==> src/rtl/hazard_pkg.sv <==
// Shared types for the decode-stage hazard sequencer.
package hazard_pkg;

  // Tag address field is sized for the widest supported register file;
  // narrower addresses are zero-extended so every compare stays exact.
  localparam int unsigned TagAddrW = 8;

  typedef enum logic [1:0] {
    FWD_REG   = 2'b00,
    FWD_EXMEM = 2'b01,
    FWD_MEMWB = 2'b10
  } fwd_sel_t;

  typedef enum logic [1:0] {
    RUN,
    MUL,
    FLUSH
  } state_t;

  typedef struct packed {
    logic                valid;
    logic [TagAddrW-1:0] addr;
    logic                is_load;
    logic                is_mul;
  } pipe_tag_t;

  localparam pipe_tag_t BubbleTag = '0;

endpackage

==> src/rtl/forward_select.sv <==
// Operand bypass select for one EX source register.
module forward_select
  import hazard_pkg::*;
(
  input  logic                i_uses,
  input  logic [TagAddrW-1:0] i_src,
  input  pipe_tag_t           i_mem_tag,
  input  pipe_tag_t           i_wb_tag,
  output fwd_sel_t            o_sel
);

  logic w_mem_hit;
  logic w_wb_hit;
  logic w_unused;

  // A load in MEM has no data yet; load-use stalling keeps that case out of EX.
  assign w_mem_hit = i_uses & i_mem_tag.valid & ~i_mem_tag.is_load & (i_mem_tag.addr == i_src);
  assign w_wb_hit  = i_uses & i_wb_tag.valid & (i_wb_tag.addr == i_src);
  assign w_unused  = ^{i_mem_tag.is_mul, i_wb_tag.is_load, i_wb_tag.is_mul};

  // Youngest producer (EX/MEM) takes precedence over MEM/WB.
  always_comb begin
    o_sel = FWD_REG;
    if (w_mem_hit) begin
      o_sel = FWD_EXMEM;
    end else if (w_wb_hit) begin
      o_sel = FWD_MEMWB;
    end
  end

endmodule

==> src/rtl/hazard_control_unit.sv <==
// Stall / flush / forwarding sequencer for the 5-stage core.
module hazard_control_unit
  import hazard_pkg::*;
#(
  parameter int unsigned ADDRESSWIDTH   = 3,
  parameter int unsigned MUL_LATENCY    = 3,
  parameter int unsigned BRANCH_PENALTY = 1
) (
  input  logic                    clock,
  input  logic                    reset,
  input  logic                    idValid,
  input  logic [ADDRESSWIDTH-1:0] idReg1Address,
  input  logic                    idUsesReg1,
  input  logic [ADDRESSWIDTH-1:0] idReg2Address,
  input  logic                    idUsesReg2,
  input  logic [ADDRESSWIDTH-1:0] idDestAddress,
  input  logic                    idWritesReg,
  input  logic                    idIsLoad,
  input  logic                    idIsMul,
  input  logic                    exBranchTaken,
  output logic                    stallFetch,
  output logic                    stallDecode,
  output logic                    flushDecode,
  output logic                    flushExecute,
  output logic [1:0]              forwardA,
  output logic [1:0]              forwardB,
  output logic                    exBusy
);

  localparam int unsigned MaxCnt = (MUL_LATENCY > BRANCH_PENALTY) ? MUL_LATENCY : BRANCH_PENALTY;
  localparam int unsigned CntW   = $clog2(MaxCnt + 1);
  localparam logic [CntW-1:0] MulCnt   = CntW'(MUL_LATENCY - 1);
  localparam logic [CntW-1:0] FlushCnt = CntW'(BRANCH_PENALTY - 1);
  localparam logic [CntW-1:0] CntOne   = CntW'(1);

  state_t              r_state, w_state_d;
  logic [CntW-1:0]     r_count, w_count_d;
  pipe_tag_t           r_ex_tag, r_mem_tag, r_wb_tag;
  logic [TagAddrW-1:0] r_ex_src1, r_ex_src2;
  logic                r_ex_use1, r_ex_use2;

  logic [TagAddrW-1:0] w_id_src1, w_id_src2, w_id_dest;
  logic                w_load_use;
  logic                w_stall;
  logic                w_flush_dec;
  logic                w_flush_ex;
  logic                w_busy;
  fwd_sel_t            w_fwd_a, w_fwd_b;
  logic                w_unused;

  assign w_id_src1 = TagAddrW'(idReg1Address);
  assign w_id_src2 = TagAddrW'(idReg2Address);
  assign w_id_dest = TagAddrW'(idDestAddress);
  assign w_unused  = r_ex_tag.is_mul;

  assign w_load_use = idValid & r_ex_tag.valid & r_ex_tag.is_load &
                      ((idUsesReg1 & (w_id_src1 == r_ex_tag.addr)) |
                       (idUsesReg2 & (w_id_src2 == r_ex_tag.addr)));

  forward_select u_fwd_a (
    .i_uses    (r_ex_use1),
    .i_src     (r_ex_src1),
    .i_mem_tag (r_mem_tag),
    .i_wb_tag  (r_wb_tag),
    .o_sel     (w_fwd_a)
  );

  forward_select u_fwd_b (
    .i_uses    (r_ex_use2),
    .i_src     (r_ex_src2),
    .i_mem_tag (r_mem_tag),
    .i_wb_tag  (r_wb_tag),
    .o_sel     (w_fwd_b)
  );

  // Next state and pipeline controls; multiply hold beats branch beats load-use.
  always_comb begin
    w_state_d   = r_state;
    w_count_d   = r_count;
    w_stall     = 1'b0;
    w_flush_dec = 1'b0;
    w_flush_ex  = 1'b0;
    w_busy      = 1'b0;
    unique case (r_state)
      RUN: begin
        if (exBranchTaken) begin
          w_flush_dec = 1'b1;
          w_flush_ex  = 1'b1;
          if (BRANCH_PENALTY > 1) begin
            w_state_d = FLUSH;
            w_count_d = FlushCnt;
          end
        end else if (w_load_use) begin
          w_stall    = 1'b1;
          w_flush_ex = 1'b1;
        end else if (idValid && idIsMul && (MUL_LATENCY > 1)) begin
          w_state_d = MUL;
          w_count_d = MulCnt;
        end
      end
      MUL: begin
        w_busy    = 1'b1;
        w_stall   = 1'b1;
        w_count_d = r_count - CntOne;
        if (r_count == CntOne) begin
          w_state_d = RUN;
        end
      end
      FLUSH: begin
        w_flush_dec = 1'b1;
        w_flush_ex  = 1'b1;
        w_count_d   = r_count - CntOne;
        if (r_count == CntOne) begin
          w_state_d = RUN;
        end
      end
      default: begin
        w_state_d = RUN;
        w_count_d = '0;
      end
    endcase
  end

  // FSM state and hold counter.
  always_ff @(posedge clock or negedge reset) begin
    if (!reset) begin
      r_state <= RUN;
      r_count <= '0;
    end else begin
      r_state <= w_state_d;
      r_count <= w_count_d;
    end
  end

  // Destination tags move down the pipe; EX is frozen while a multiply occupies it.
  always_ff @(posedge clock or negedge reset) begin
    if (!reset) begin
      r_ex_tag  <= BubbleTag;
      r_mem_tag <= BubbleTag;
      r_wb_tag  <= BubbleTag;
      r_ex_src1 <= '0;
      r_ex_src2 <= '0;
      r_ex_use1 <= 1'b0;
      r_ex_use2 <= 1'b0;
    end else if (r_state == MUL) begin
      r_mem_tag <= BubbleTag;
      r_wb_tag  <= r_mem_tag;
    end else begin
      r_wb_tag  <= r_mem_tag;
      r_mem_tag <= r_ex_tag;
      if (w_stall || w_flush_ex) begin
        r_ex_tag  <= BubbleTag;
        r_ex_src1 <= '0;
        r_ex_src2 <= '0;
        r_ex_use1 <= 1'b0;
        r_ex_use2 <= 1'b0;
      end else begin
        r_ex_tag.valid   <= idValid & idWritesReg;
        r_ex_tag.addr    <= w_id_dest;
        r_ex_tag.is_load <= idIsLoad;
        r_ex_tag.is_mul  <= idIsMul;
        r_ex_src1        <= w_id_src1;
        r_ex_src2        <= w_id_src2;
        r_ex_use1        <= idValid & idUsesReg1;
        r_ex_use2        <= idValid & idUsesReg2;
      end
    end
  end

  // Outputs are forced low while reset is held, independent of the clock.
  assign stallFetch   = reset & w_stall;
  assign stallDecode  = reset & w_stall;
  assign flushDecode  = reset & w_flush_dec;
  assign flushExecute = reset & w_flush_ex;
  assign exBusy       = reset & w_busy;
  assign forwardA     = reset ? w_fwd_a : FWD_REG;
  assign forwardB     = reset ? w_fwd_b : FWD_REG;

endmodule

==> config.mk <==
export PLATFORM = sky130hd
export DESIGN_NAME = hazard_control_unit
export DESIGN_NICKNAME = d
export VERILOG_FILES = /design/src/rtl/hazard_pkg.sv /design/src/rtl/forward_select.sv /design/src/rtl/hazard_control_unit.sv
export SDC_FILE = /design/constraint.sdc
export NUM_CORES = 1
export LEC_CHECK = 0
export ABC_CLOCK_PERIOD_IN_PS = 2520
export BUFFER_PORTS_ARGS = -buffer_cell sky130_fd_sc_hd__buf_2
export CAP_MARGIN = 5
export CORE_MARGIN = 1
export CORE_UTILIZATION = 55
export DETAILED_ROUTE_END_ITERATION = 8
export GPL_TIMING_DRIVEN = 1
export PLACE_DENSITY_LB_ADDON = 0.25
export SLEW_MARGIN = 20
export SYNTH_ARGS = -nofsm -noshare
export SYNTH_HDL_FRONTEND = slang
export SYNTH_HIERARCHICAL = 1
export SYNTH_SLANG_ARGS = --single-unit
==> constraint.sdc <==
create_clock -name clock -period 2.52 [get_ports clock]
set_clock_uncertainty 0.2 [all_clocks]
set_input_delay 0.378 -clock clock [delete_from_list [all_inputs] [get_ports clock]]
set_output_delay 0.378 -clock clock [all_outputs]
set_load 0.005 [all_outputs]
==> results of run 1 <==
[final timing paths]
kind	slack, ns	end
worst max-delay path	0.13	flushExecute
worst min-delay path	0.1	r_ex_use2
worst max register to register	0.76	r_state[0]
worst min register to register	0.22	r_wb_tag[10]
max in group asynchronous	1.28	r_ex_tag[2]
min in group asynchronous	0.31	r_mem_tag[10]
[layer usage]
metal  vias to the layer above  track usage (%)
li1                        589                -
met1                       529            23.54
met2                        27            38.96
met3                         7            2.459
met4                         0            12.92
met5                         -                0
[power groups by stage]
| stage | Combinational [mW] | Clock (mW) | Sequential, mW |
|---|---|---|---|
| floorplan | 0.458 | 0 | 0.629 |
| global placement | 0.507 | 0 | 0.683 |
| detailed placement | 0.520 | 0 | 0.691 |
| CTS | 0.522 | 0.182 | 0.681 |
| global route | 0.583 | 0.198 | 0.704 |
| finish | 0.520 | 0.173 | 0.680 |
[critical path, delay by kind of cell, from the launching register on]
family / cells / cell delay [ns]
AND/OR/NAND/NOR: 3 / 0.42
XOR/XNOR: 1 / 0.20
buffers and inverters: 1 / 0.13
flip-flops: 1 / 0.44
AO/OA/AOI/OAI: 1 / 0.29
[timing repair]
| action | CTS | global route |
|---|---|---|
| hold endpoints to repair | 12 | 0 |
| hold buffers | 1 | 0 |
| endpoints found under the setup margin | 0 | 0 |
[placed cells by master (no fill, tap or decap)]
| cell type | count |
|---|---|
| sky130_fd_sc_hd__nor3b_2 | 1 |
| sky130_fd_sc_hd__buf_2 | 26 |
| sky130_fd_sc_hd__nor3_2 | 2 |
| sky130_fd_sc_hd__inv_1 | 2 |
| sky130_fd_sc_hd__o21ai_0 | 1 |
| sky130_fd_sc_hd__nand3_1 | 5 |
| sky130_fd_sc_hd__ha_1 | 1 |
| sky130_fd_sc_hd__xor2_1 | 8 |
| sky130_fd_sc_hd__buf_4 | 2 |
| sky130_fd_sc_hd__o21a_1 | 1 |
| sky130_fd_sc_hd__nor4_2 | 2 |
| sky130_fd_sc_hd__nor2_4 | 1 |
| sky130_fd_sc_hd__xnor2_1 | 31 |
| sky130_fd_sc_hd__clkbuf_4 | 3 |
| sky130_fd_sc_hd__nand2_1 | 7 |
| sky130_fd_sc_hd__a21oi_2 | 1 |
| sky130_fd_sc_hd__a31o_1 | 1 |
| sky130_fd_sc_hd__a22o_1 | 10 |
| sky130_fd_sc_hd__clkbuf_1 | 1 |
| sky130_fd_sc_hd__nand4b_1 | 2 |
| sky130_fd_sc_hd__dfrtp_1 | 25 |
| sky130_fd_sc_hd__and3b_1 | 1 |
| sky130_fd_sc_hd__dlygate4sd3_1 | 1 |
| sky130_fd_sc_hd__o41ai_1 | 3 |
| sky130_fd_sc_hd__a32o_1 | 1 |
| sky130_fd_sc_hd__a31oi_2 | 1 |
| sky130_fd_sc_hd__nor2b_1 | 17 |
| sky130_fd_sc_hd__nand4_1 | 6 |
| sky130_fd_sc_hd__and2_1 | 5 |
| sky130_fd_sc_hd__nor3_1 | 2 |
| sky130_fd_sc_hd__conb_1 | 40 |
[stage by stage]
step,utilization [%],power [mW]
after floorplan,-,1.087
after global placement,70.81,1.190
after detailed placement,70.81,1.211
after CTS,72.22,1.385
after global routing,72.22,1.485
final,72.22,1.373
[final cells by class]
cell class	count	area share, %
Timing Repair Buffer	29	8.367
Tap cell	30	2.024
Clock buffer	4	1.417
Multi-Input combinational cell	150	54.05
Inverter	2	0.4049
Sequential cell	25	33.74
[flip-flops by register name, indices dropped and copies added, names as in the netlist]
| signal | cells |
|---|---|
| r_count | 2 |
| r_ex_src2 | 3 |
| r_mem_tag | 5 |
| r_ex_src1 | 3 |
| r_ex_use1 | 1 |
| r_ex_use2 | 1 |
| r_ex_tag | 5 |
| r_wb_tag | 4 |
| r_state | 1 |
==> summary.md, run 1 <==
| Metric | Value |
|---|---|
| Net total in the final layout | 230 |
| First-pass GRT wire length | 4381 microns |
| Worst hold path class | in -> reg |
| Initial cell density of the core | 59.99% |
| Comb pwr share | 37.9% |
| Longest individual stage delay on the worst path | 0.44 ns |
| Area of combinational cells with multiple inputs | 0.001002 sq mm |
| Actual transition at the worst max-transition pin | 0.6103 ns |
| Detail-routed net length per standard cell | 11.11 microns |
| Bufs on Longest Clock Path | 2 |
| Critical path, cell by cell | xnor2_1 > nand4_1 > a21oi_2 > nor2_4 > nor3b_2 > buf_2 |
| Count of synthesis-stage warnings from yosys | 6 |
| Mapped Avg Cell Area | 10.55 sq um |
| Pin count of the biggest net entering global routing | 23 |
| Detailed-routing wirelength on met1 | 1171 microns |
| Post-cts gate resize count | 0 |
| Total half-perimeter wirelength after legalization and detailed placement | 2150 microns |
| Headroom to the max-slew limit | 59.32% |
| Area of all placed cells without fillers | 0.001854 sq mm |
| Crit. End Element | output port |
| GRT Residual Overflow | 0 |
| Drt via density | 4.800 |
| Number of global-route vias before repair | 1104 |
| Worst setup slack after layout | 0.1333 ns |
| Fin. Hold Viols | 0 |
| Placed instance count | 235 |
| Element type at the critical path start | flop |
| Chip width | 54.92 microns |
| Clock root cell | sky130_fd_sc_hd__clkbuf_4 |
| DRC violation total after the first TritonRoute iteration | 14 |
| Timing-limited maximum frequency | 0.4190 GHz |
| Core area | 0.002567 sq mm |
| Synthesized area | 0.001540 sq mm |
| Total routing usage reported by global routing | 21.37% |
| Share of total power consumed by net switching | 36.40% |
| Cell count after synthesis | 146 |
| Worst r2r path cells | 5 |
| Slowest library cell on the worst path | sky130_fd_sc_hd__dfrtp_1 |
| Filler cell count | 216 |
| Clock-pin transition on the worst setup and hold timing paths | 0.12 ns |
| Share of the clock period used by the worst path | 94.71% |
| Critical R2R Launch | r_ex_tag[3] |
| Die height | 54.92 microns |
| Highest routed metal layer | met4 |
| Met2 Routed Length | 1345 microns |
| Final cell count without fillers | 240 |
| Data arrival, critical path | 1.81 ns |
| Launching instance or port of the critical path | r_ex_tag[3] |
| Max Transition Viols Final | 0 |
| Number of remaining DRC errors | 0 |
| Die area | 0.003016 sq mm |
| Minimum clock period after layout | 2.387 ns |
| Number of cells traversed by the worst hold path | 3 |
| Amount of wire on met3 after detailed routing | 77 microns |
| Share of cells above drive strength 1 | 18.57% |
| Layout Area Growth over Synthesis | 20.39% |
| Worst setup slack after placement | 0.4414 ns |
| Clock tree from TritonCTS | done |
| Final setup TNS | 0 ns |
| Crit path max fanout | 14 |
| Final wirelength | 2667 microns |
| Initial antenna violation count | 0 |
| Critical setup path kind | reg -> out |
| Clock sink count | 25 |
| Ant diodes | 0 |
| Last weighted congestion value of the routability-driven placer | 0.8394 |
| Flop pwr share | 49.6% |
| Clock insertion delay at the later pin of the skew report | 0.32 ns |
| Seq. cell area | 625.6 sq um |
| Peak supply drop | 0.5952 mV |
| Number of routed nets with antenna violations | 0 |
| Cell Rows | 18 |
| Final Setup Violations | 0 |
| Placed instance area | 0.001818 sq mm |
| Proportion of power drawn by the clock network | 12.6% |
| Number of search-and-repair iterations in the first detailed-routing pass | 4 |
| H-Tree Level Count | 1 |
| Required time at the worst-slack endpoint | 1.94 ns |
| Internal power component | 0.8730 mW |
| Run status | complete, no violations |
| IO buf count | 26 |
| Count of maximum capacitance violations | 0 |
| Number of top-level pins | 27 |
| Cell Pwr Density | 740.2 mW/mm^2 |
| Total via count after detailed routing | 1152 |
| Leak pwr | 0.8659 nW |
| Launch instance of the worst min-delay path | idUsesReg2 |
| Worst hold slack across all endpoints | 0.09928 ns |
| Inserted Clock Buffers | 3 |
| Switching pwr | 0.4996 mW |
| Setup repair after global routing missed its margin | false |
| # Post-CTS Setup Buffers | 0 |
Note: power is estimated with default switching activity, not from simulation.
==> run 2: changes to the inputs <==
--- a/config.mk
+++ b/config.mk
@@ -10,6 +10,7 @@
 export CAP_MARGIN = 5
 export CORE_MARGIN = 1
 export CORE_UTILIZATION = 55
+export CTS_BUF_LIST = sky130_fd_sc_hd__clkbuf_4 sky130_fd_sc_hd__clkbuf_8 sky130_fd_sc_hd__clkbuf_16
 export DETAILED_ROUTE_END_ITERATION = 8
 export GPL_TIMING_DRIVEN = 1
 export PLACE_DENSITY_LB_ADDON = 0.25
==> run 2 against run 1 <==
Compared with the run above: count of clock-buffer cells in the layout is the same; final cell count did not move; first-iteration DRC count is 36% lower; utilization increased by 0.15 points; combinational power about the same; non-clock buffer count unchanged; fmax decreased by 0.29%; worst setup slack got worse by 0.0070 ns; register-to-register slack hardly changed; critical path depth is the same; sequential power is essentially flat; via count grew 1.0%; critical path type unchanged.
==> summary.md, run 2 (synthesis gave the netlist of run 1 again) <==
| Metric | Value |
|---|---|
| Actual transition at the worst max-transition pin | 0.5974 ns (was 0.6103 ns) |
| Share of cells above drive strength 1 | 19.05% (was 18.57%) |
| Worst hold path class | in -> reg (unchanged) |
| Die height | 54.92 microns (unchanged) |
| First-pass GRT wire length | 4367 microns (was 4381 microns) |
| Total via count after detailed routing | 1164 (was 1152) |
| Final wirelength | 2670 microns (was 2667 microns) |
| Clock tree from TritonCTS | done (unchanged) |
| Most common cell after layout, fill and taps aside | sky130_fd_sc_hd__conb_1 (unchanged) |
| Required time at the worst-slack endpoint | 1.94 ns (about the same) |
| Element type at the critical path start | flop (unchanged) |
| Final setup TNS | 0 ns (unchanged) |
| Leading cell types in the layout, fill and taps excluded | sky130_fd_sc_hd__conb_1, sky130_fd_sc_hd__xnor2_1, sky130_fd_sc_hd__buf_2 (unchanged) |
| Bufs on Longest Clock Path | 2 (unchanged) |
| Run status | complete, no violations (unchanged) |
| Drt via density | 4.850 (was 4.800) |
| Initial antenna violation count | 0 (unchanged) |
| Cell Pwr Density | 744.5 mW/mm^2 (was 740.2 mW/mm^2) |
| Worst hold slack across all endpoints | 0.1005 ns (was 0.09928 ns) |
| Launching instance or port of the critical path | r_ex_tag[3] (unchanged) |
| Core area | 0.002567 sq mm (unchanged) |
| Max Transition Viols Final | 0 (unchanged) |
| Data arrival, critical path | 1.82 ns (was 1.81 ns) |
| Final Setup Violations | 0 (unchanged) |
| Number of remaining DRC errors | 0 (unchanged) |
| Die area | 0.003016 sq mm (unchanged) |
| Crit path max fanout | 14 (unchanged) |
| Peak supply drop | 0.5942 mV (was 0.5952 mV) |
| GR met1 Demand/Resource | 23.36% (was 23.54%) |
| Area of combinational cells with multiple inputs | 0.001002 sq mm (unchanged) |
| Share of the clock period used by the worst path | 94.99% (was 94.71%) |
| Setup repair after global routing missed its margin | false (unchanged) |
| Fin. Hold Viols | 0 (unchanged) |
| Cell Rows | 18 (unchanged) |
| Pin count of the biggest net entering global routing | 23 (unchanged) |
| Number of search-and-repair iterations in the first detailed-routing pass | 4 (unchanged) |
| Critical R2R Launch | r_ex_tag[3] (unchanged) |
| Post-cts gate resize count | 0 (unchanged) |
| Global routing usage on met3 | 2.459% (unchanged) |
| GRT Residual Overflow | 0 (unchanged) |
| Number of top-level pins | 27 (unchanged) |
| Count of maximum capacitance violations | 0 (unchanged) |
| Detail-routed net length per standard cell | 11.13 microns (was 11.11 microns) |
| Launch instance of the worst min-delay path | idUsesReg2 (unchanged) |
| Inserted Clock Buffers | 3 (unchanged) |
| Last weighted congestion value of the routability-driven placer | 0.8394 (unchanged) |
| DRC violation total after the first TritonRoute iteration | 9 (was 14) |
| Clock root cell | sky130_fd_sc_hd__clkbuf_4 (unchanged) |
| Filler cell count | 218 (was 216) |
| Routing usage on met2 | 38.76% (was 38.96%) |
| Total half-perimeter wirelength after legalization and detailed placement | 2150 microns (unchanged) |
| Chip width | 54.92 microns (unchanged) |
| Leak pwr | 0.8693 nW (was 0.8659 nW) |
| Headroom to the max-slew limit | 60.17% (was 59.32%) |
| Final design utilization | 72.37% (was 72.22%) |
| Layout Area Growth over Synthesis | 20.63% (was 20.39%) |
| Worst setup slack after layout | 0.1263 ns (was 0.1333 ns) |
| Minimum clock period after layout | 2.394 ns (was 2.387 ns) |
| Worst setup slack after placement | 0.4414 ns (unchanged) |
| Biggest registers after layout | r_ex_tag (5), r_mem_tag (5), r_wb_tag (4) (unchanged) |
| IO buf count | 26 (unchanged) |
| Crit. End Element | output port (unchanged) |
| Seq. cell area | 625.6 sq um (unchanged) |
| Initial cell density of the core | 59.99% (unchanged) |
| Critical setup path kind | reg -> out (unchanged) |
| Clock sink count | 25 (unchanged) |
| Busiest grt layer | met2 (unchanged) |
| Number of routed nets with antenna violations | 0 (unchanged) |
| H-Tree Level Count | 1 (unchanged) |
| Total routing usage reported by global routing | 21.26% (was 21.37%) |
| Number of global-route vias before repair | 1107 (was 1104) |
| Clock insertion delay at the later pin of the skew report | 0.32 ns (about the same) |
| Timing-limited maximum frequency | 0.4178 GHz (was 0.4190 GHz) |
| Total chip power | 1.383 mW (was 1.373 mW) |
| Clock-pin transition on the worst setup and hold timing paths | 0.12 ns (about the same) |
| Net total in the final layout | 230 (unchanged) |
| Ant diodes | 0 (unchanged) |
==> run 2: cell types whose count changed in the layout (fill, tap and decap cells not counted) <==
cell                       change
sky130_fd_sc_hd__clkbuf_4      +1
sky130_fd_sc_hd__clkbuf_1      -1
==> run 2: what timing repair did <==
action	in CTS	in global routing
endpoints found under the hold margin	12	0
hold buffers	1	0
setup buffers	0	0
==> run 2: power breakdown <==
| part | leakage [nW] | internal [mW] | total (mW) | switching (mW) |
|---|---|---|---|---|
| Sequential | 0.327 | 0.525 | 0.680 | 0.155 |
| Clock | 0.0184 | 0.0728 | 0.185 | 0.112 |
| Combinational | 0.524 | 0.286 | 0.519 | 0.232 |
| Total | 0.869 | 0.884 | 1.38 | 0.500 |
==> run 2: final cells by class <==
type	count	share of cell area [%]
tap	30	2.020
inverter	2	0.4040
multi-input combinational	150	53.94
clock buffer	4	1.616
timing repair buffer	29	8.350
sequential	25	33.67
==> run 2: final timing paths <==
| check | end | depth (start not counted) | slack, ns |
|---|---|---|---|
| min | r_ex_use2 | 3 | 0.10 |
| min reg2reg | r_wb_tag[10] | 0 | 0.22 |
| max in group asynchronous | r_ex_use2 | 3 | 1.28 |
| max reg2reg | r_state[0] | 5 | 0.75 |
| min in group asynchronous | r_mem_tag[10] | 2 | 0.31 |
| max | flushExecute | 6 | 0.13 |
==> run 2: worst max-delay path, cell delays in order (launching register included) <==
cell,delay (ns)
sky130_fd_sc_hd__dfrtp_1,0.45
sky130_fd_sc_hd__xnor2_1,0.20
sky130_fd_sc_hd__nand4_1,0.13
sky130_fd_sc_hd__a21oi_2,0.29
sky130_fd_sc_hd__nor2_4,0.13
sky130_fd_sc_hd__nor3b_2,0.16
sky130_fd_sc_hd__buf_2,0.13
==> run 2: through the flow <==
| stage | cells | instance area [sq um] |
|---|---|---|
| after floorplan | 185 | 1687 |
| after global placement | 235 | 1818 |
| after detailed placement | 235 | 1818 |
| after CTS | 240 | 1858 |
| after global routing | 240 | 1858 |
| final | 240 | 1858 |
==> run 2: routing by layer <==
layer / wire [microns] / vias up
li1: - / 589
met1: 1165 / 542
met2: 1351 / 26
met3: 79 / 7
met4: 74 / 0
met5: 0 / -
==> run 3: changes to the inputs <==
--- a/config.mk
+++ b/config.mk
@@ -8,12 +8,13 @@
 export ABC_CLOCK_PERIOD_IN_PS = 2520
 export BUFFER_PORTS_ARGS = -buffer_cell sky130_fd_sc_hd__buf_2
 export CAP_MARGIN = 5
-export CORE_MARGIN = 1
+export CORE_MARGIN = 1.5
 export CORE_UTILIZATION = 55
 export CTS_BUF_LIST = sky130_fd_sc_hd__clkbuf_4 sky130_fd_sc_hd__clkbuf_8 sky130_fd_sc_hd__clkbuf_16
 export DETAILED_ROUTE_END_ITERATION = 8
 export GPL_TIMING_DRIVEN = 1
 export PLACE_DENSITY_LB_ADDON = 0.25
+export REMOVE_ABC_BUFFERS = 1
 export SLEW_MARGIN = 20
 export SYNTH_ARGS = -nofsm -noshare
 export SYNTH_HDL_FRONTEND = slang
==> run 3 against run 2 <==
Compared with the run above: count of clock-buffer cells in the layout unchanged; cell area up 0.47%; critical path type unchanged; final cell count up 0.83%; global-route usage down 1.5 points; sequential cell count unchanged; largest cell class unchanged; power up 1.9%.
==> summary.md, run 3 (synthesis gave the netlist of run 1 again) <==
| Metric | Value |
|---|---|
| Worst setup slack for register-to-register paths | 0.76 ns (was 0.75 ns) |
| Cell Rows | 19 (was 18) |
| First-pass GRT wire length | 4919 microns (was 4367 microns) |
| Net total in the final layout | 231 (was 230) |
| GRT Residual Overflow | 0 (unchanged) |
| Die height | 55.92 microns (was 54.92 microns) |
| Run status | complete, no violations (unchanged) |
| Final cell count without fillers | 242 (was 240) |
| Final design utilization | 68.88% (was 72.37%) |
| IO buf count | 26 (unchanged) |
| Share of cells above drive strength 1 | 19.43% (was 19.05%) |
| Clock root cell | sky130_fd_sc_hd__clkbuf_4 (unchanged) |
| Number of routed nets with antenna violations | 0 (unchanged) |
| Number of remaining DRC errors | 0 (unchanged) |
| Clock-pin transition on the worst setup and hold timing paths | 0.13 ns (was 0.12 ns) |
| Fin. Hold Viols | 0 (unchanged) |
| Critical path capture point | flushExecute (unchanged) |
| Critical R2R Launch | r_ex_tag[4] (was r_ex_tag[3]) |
| Leading cell types in the layout, fill and taps excluded | sky130_fd_sc_hd__conb_1, sky130_fd_sc_hd__xnor2_1, sky130_fd_sc_hd__buf_2 (unchanged) |
| DRC violation total after the first TritonRoute iteration | 17 (was 9) |
| Clock sink count | 25 (unchanged) |
| Setup repair after global routing missed its margin | false (unchanged) |
| Last weighted congestion value of the routability-driven placer | 0.8095 (was 0.8394) |
| Die area | 0.003127 sq mm (was 0.003016 sq mm) |
| Cell Pwr Density | 755.1 mW/mm^2 (was 744.5 mW/mm^2) |
| Actual transition at the worst max-transition pin | 0.6443 ns (was 0.5974 ns) |
| Most common cell after layout, fill and taps aside | sky130_fd_sc_hd__conb_1 (unchanged) |
| Data arrival, critical path | 1.79 ns (was 1.82 ns) |
| Critical setup path kind | reg -> out (unchanged) |
| Detail-routed net length per standard cell | 11.57 microns (was 11.13 microns) |
| Max Transition Viols Final | 0 (unchanged) |
| Total via count after detailed routing | 1179 (was 1164) |
| Drt via density | 4.872 (was 4.850) |
| H-Tree Level Count | 1 (unchanged) |
| Initial cell density of the core | 56.83% (was 59.99%) |
| Number of top-level pins | 27 (unchanged) |
| Biggest registers after layout | r_ex_tag (5), r_mem_tag (5), r_wb_tag (4) (unchanged) |
| Minimum clock period after layout | 2.372 ns (was 2.394 ns) |
| Number of search-and-repair iterations in the first detailed-routing pass | 4 (unchanged) |
| Required time at the worst-slack endpoint | 1.94 ns (about the same) |
| Hold buffer count at cts | 1 (unchanged) |
| Initial antenna violation count | 0 (unchanged) |
| # Post-CTS Setup Buffers | 0 (unchanged) |
| Crit. End Element | output port (unchanged) |
| Worst hold slack across all endpoints | 0.1121 ns (was 0.1005 ns) |
| Core area | 0.002710 sq mm (was 0.002567 sq mm) |
| Final Setup Violations | 0 (unchanged) |
| Chip width | 55.92 microns (was 54.92 microns) |
| Pin count of the biggest net entering global routing | 22 (was 23) |
| Clock tree from TritonCTS | done (unchanged) |
| Launching instance or port of the critical path | r_ex_tag[4] (was r_ex_tag[3]) |
| Worst hold path class | in -> reg (unchanged) |
| Final wirelength | 2801 microns (was 2670 microns) |
| Total routing usage reported by global routing | 19.75% (was 21.26%) |
| Placed instance count | 237 (was 235) |
| Ant diodes | 0 (unchanged) |
| Inserted Clock Buffers | 3 (unchanged) |
| Number of global-route vias before repair | 1135 (was 1107) |
| Leak pwr | 0.8744 nW (was 0.8693 nW) |
| Headroom to the max-slew limit | 57.05% (was 60.17%) |
| Clock insertion delay at the later pin of the skew report | 0.30 ns (was 0.32 ns) |
| Bufs on Longest Clock Path | 2 (unchanged) |
| Post-cts gate resize count | 0 (unchanged) |
| RR Endpoint | r_state[0] (unchanged) |
| Share of the clock period used by the worst path | 94.14% (was 94.99%) |
| Element type at the critical path start | flop (unchanged) |
| Final setup TNS | 0 ns (unchanged) |
| Count of maximum capacitance violations | 0 (unchanged) |
| Timing-limited maximum frequency | 0.4215 GHz (was 0.4178 GHz) |
| Worst r2r path cells | 5 (unchanged) |
| Crit path max fanout | 14 (unchanged) |
| Layout Area Growth over Synthesis | 21.20% (was 20.63%) |
| Peak supply drop | 0.5660 mV (was 0.5942 mV) |
==> run 3: changes by cell type in the layout (fill, tap and decap cells not counted) <==
cell / delta
sky130_fd_sc_hd__buf_4: +1
==> run 3: layout make-up <==
cell class,count,area (sq um)
clock buffers,4,30.03
multi-input cells,150,1002
fillers,235,843.3
well taps,31,38.79
repair buffers,30,162.7
flip-flops and latches,25,625.6
inverters,2,7.507
==> run 3: stage by stage <==
| stage | instance area [sq um] | power [mW] | setup slack [ns] |
|---|---|---|---|
| after global placement | 1827 | 1.196 | 0.4524 |
| final | 1867 | 1.410 | 0.1477 |
| after floorplan | 1635 | 1.057 | 0.7028 |
| after detailed placement | 1827 | 1.240 | 0.4300 |
| after CTS | 1867 | 1.419 | 0.1307 |
| after global routing | 1867 | 1.524 | 0.01141 |
==> run 3: where the power goes <==
group	internal (mW)	switching [mW]
clock	0.0724	0.109
combinational	0.299	0.244
sequential	0.524	0.160
total	0.896	0.514
==> run 3: worst max-delay path, cell delays in order (launching register included) <==
cell                      delay, ns
sky130_fd_sc_hd__dfrtp_1       0.44
sky130_fd_sc_hd__xnor2_1       0.19
sky130_fd_sc_hd__nand4_1       0.13
sky130_fd_sc_hd__a21oi_2       0.30
sky130_fd_sc_hd__nor2_4        0.14
sky130_fd_sc_hd__nor3b_2       0.16
sky130_fd_sc_hd__buf_2         0.13
==> run 3: worst min path at each step <==
stage | startpoint | end | slack (ns) | cells after the start
floorplan | reset | r_count[0] | -0.12 | 0
global placement | reset | r_count[1] | 0.06 | 1
detailed placement | reset | r_count[0] | 0.07 | 1
CTS | idWritesReg | r_ex_tag[10] | 0.11 | 3
global route | idWritesReg | r_ex_tag[10] | 0.11 | 3
finish | idWritesReg | r_ex_tag[10] | 0.11 | 3
==> run 3: layer usage <==
layer / track usage (%) / part of all wire (%) / up-vias
li1: - / - / 599
met1: 24.96 / 44 / 553
met2: 34.69 / 52 / 21
met3: 2.558 / 2.5 / 6
met4: 7.143 / 1.9 / 0
met5: 0 / 0 / -
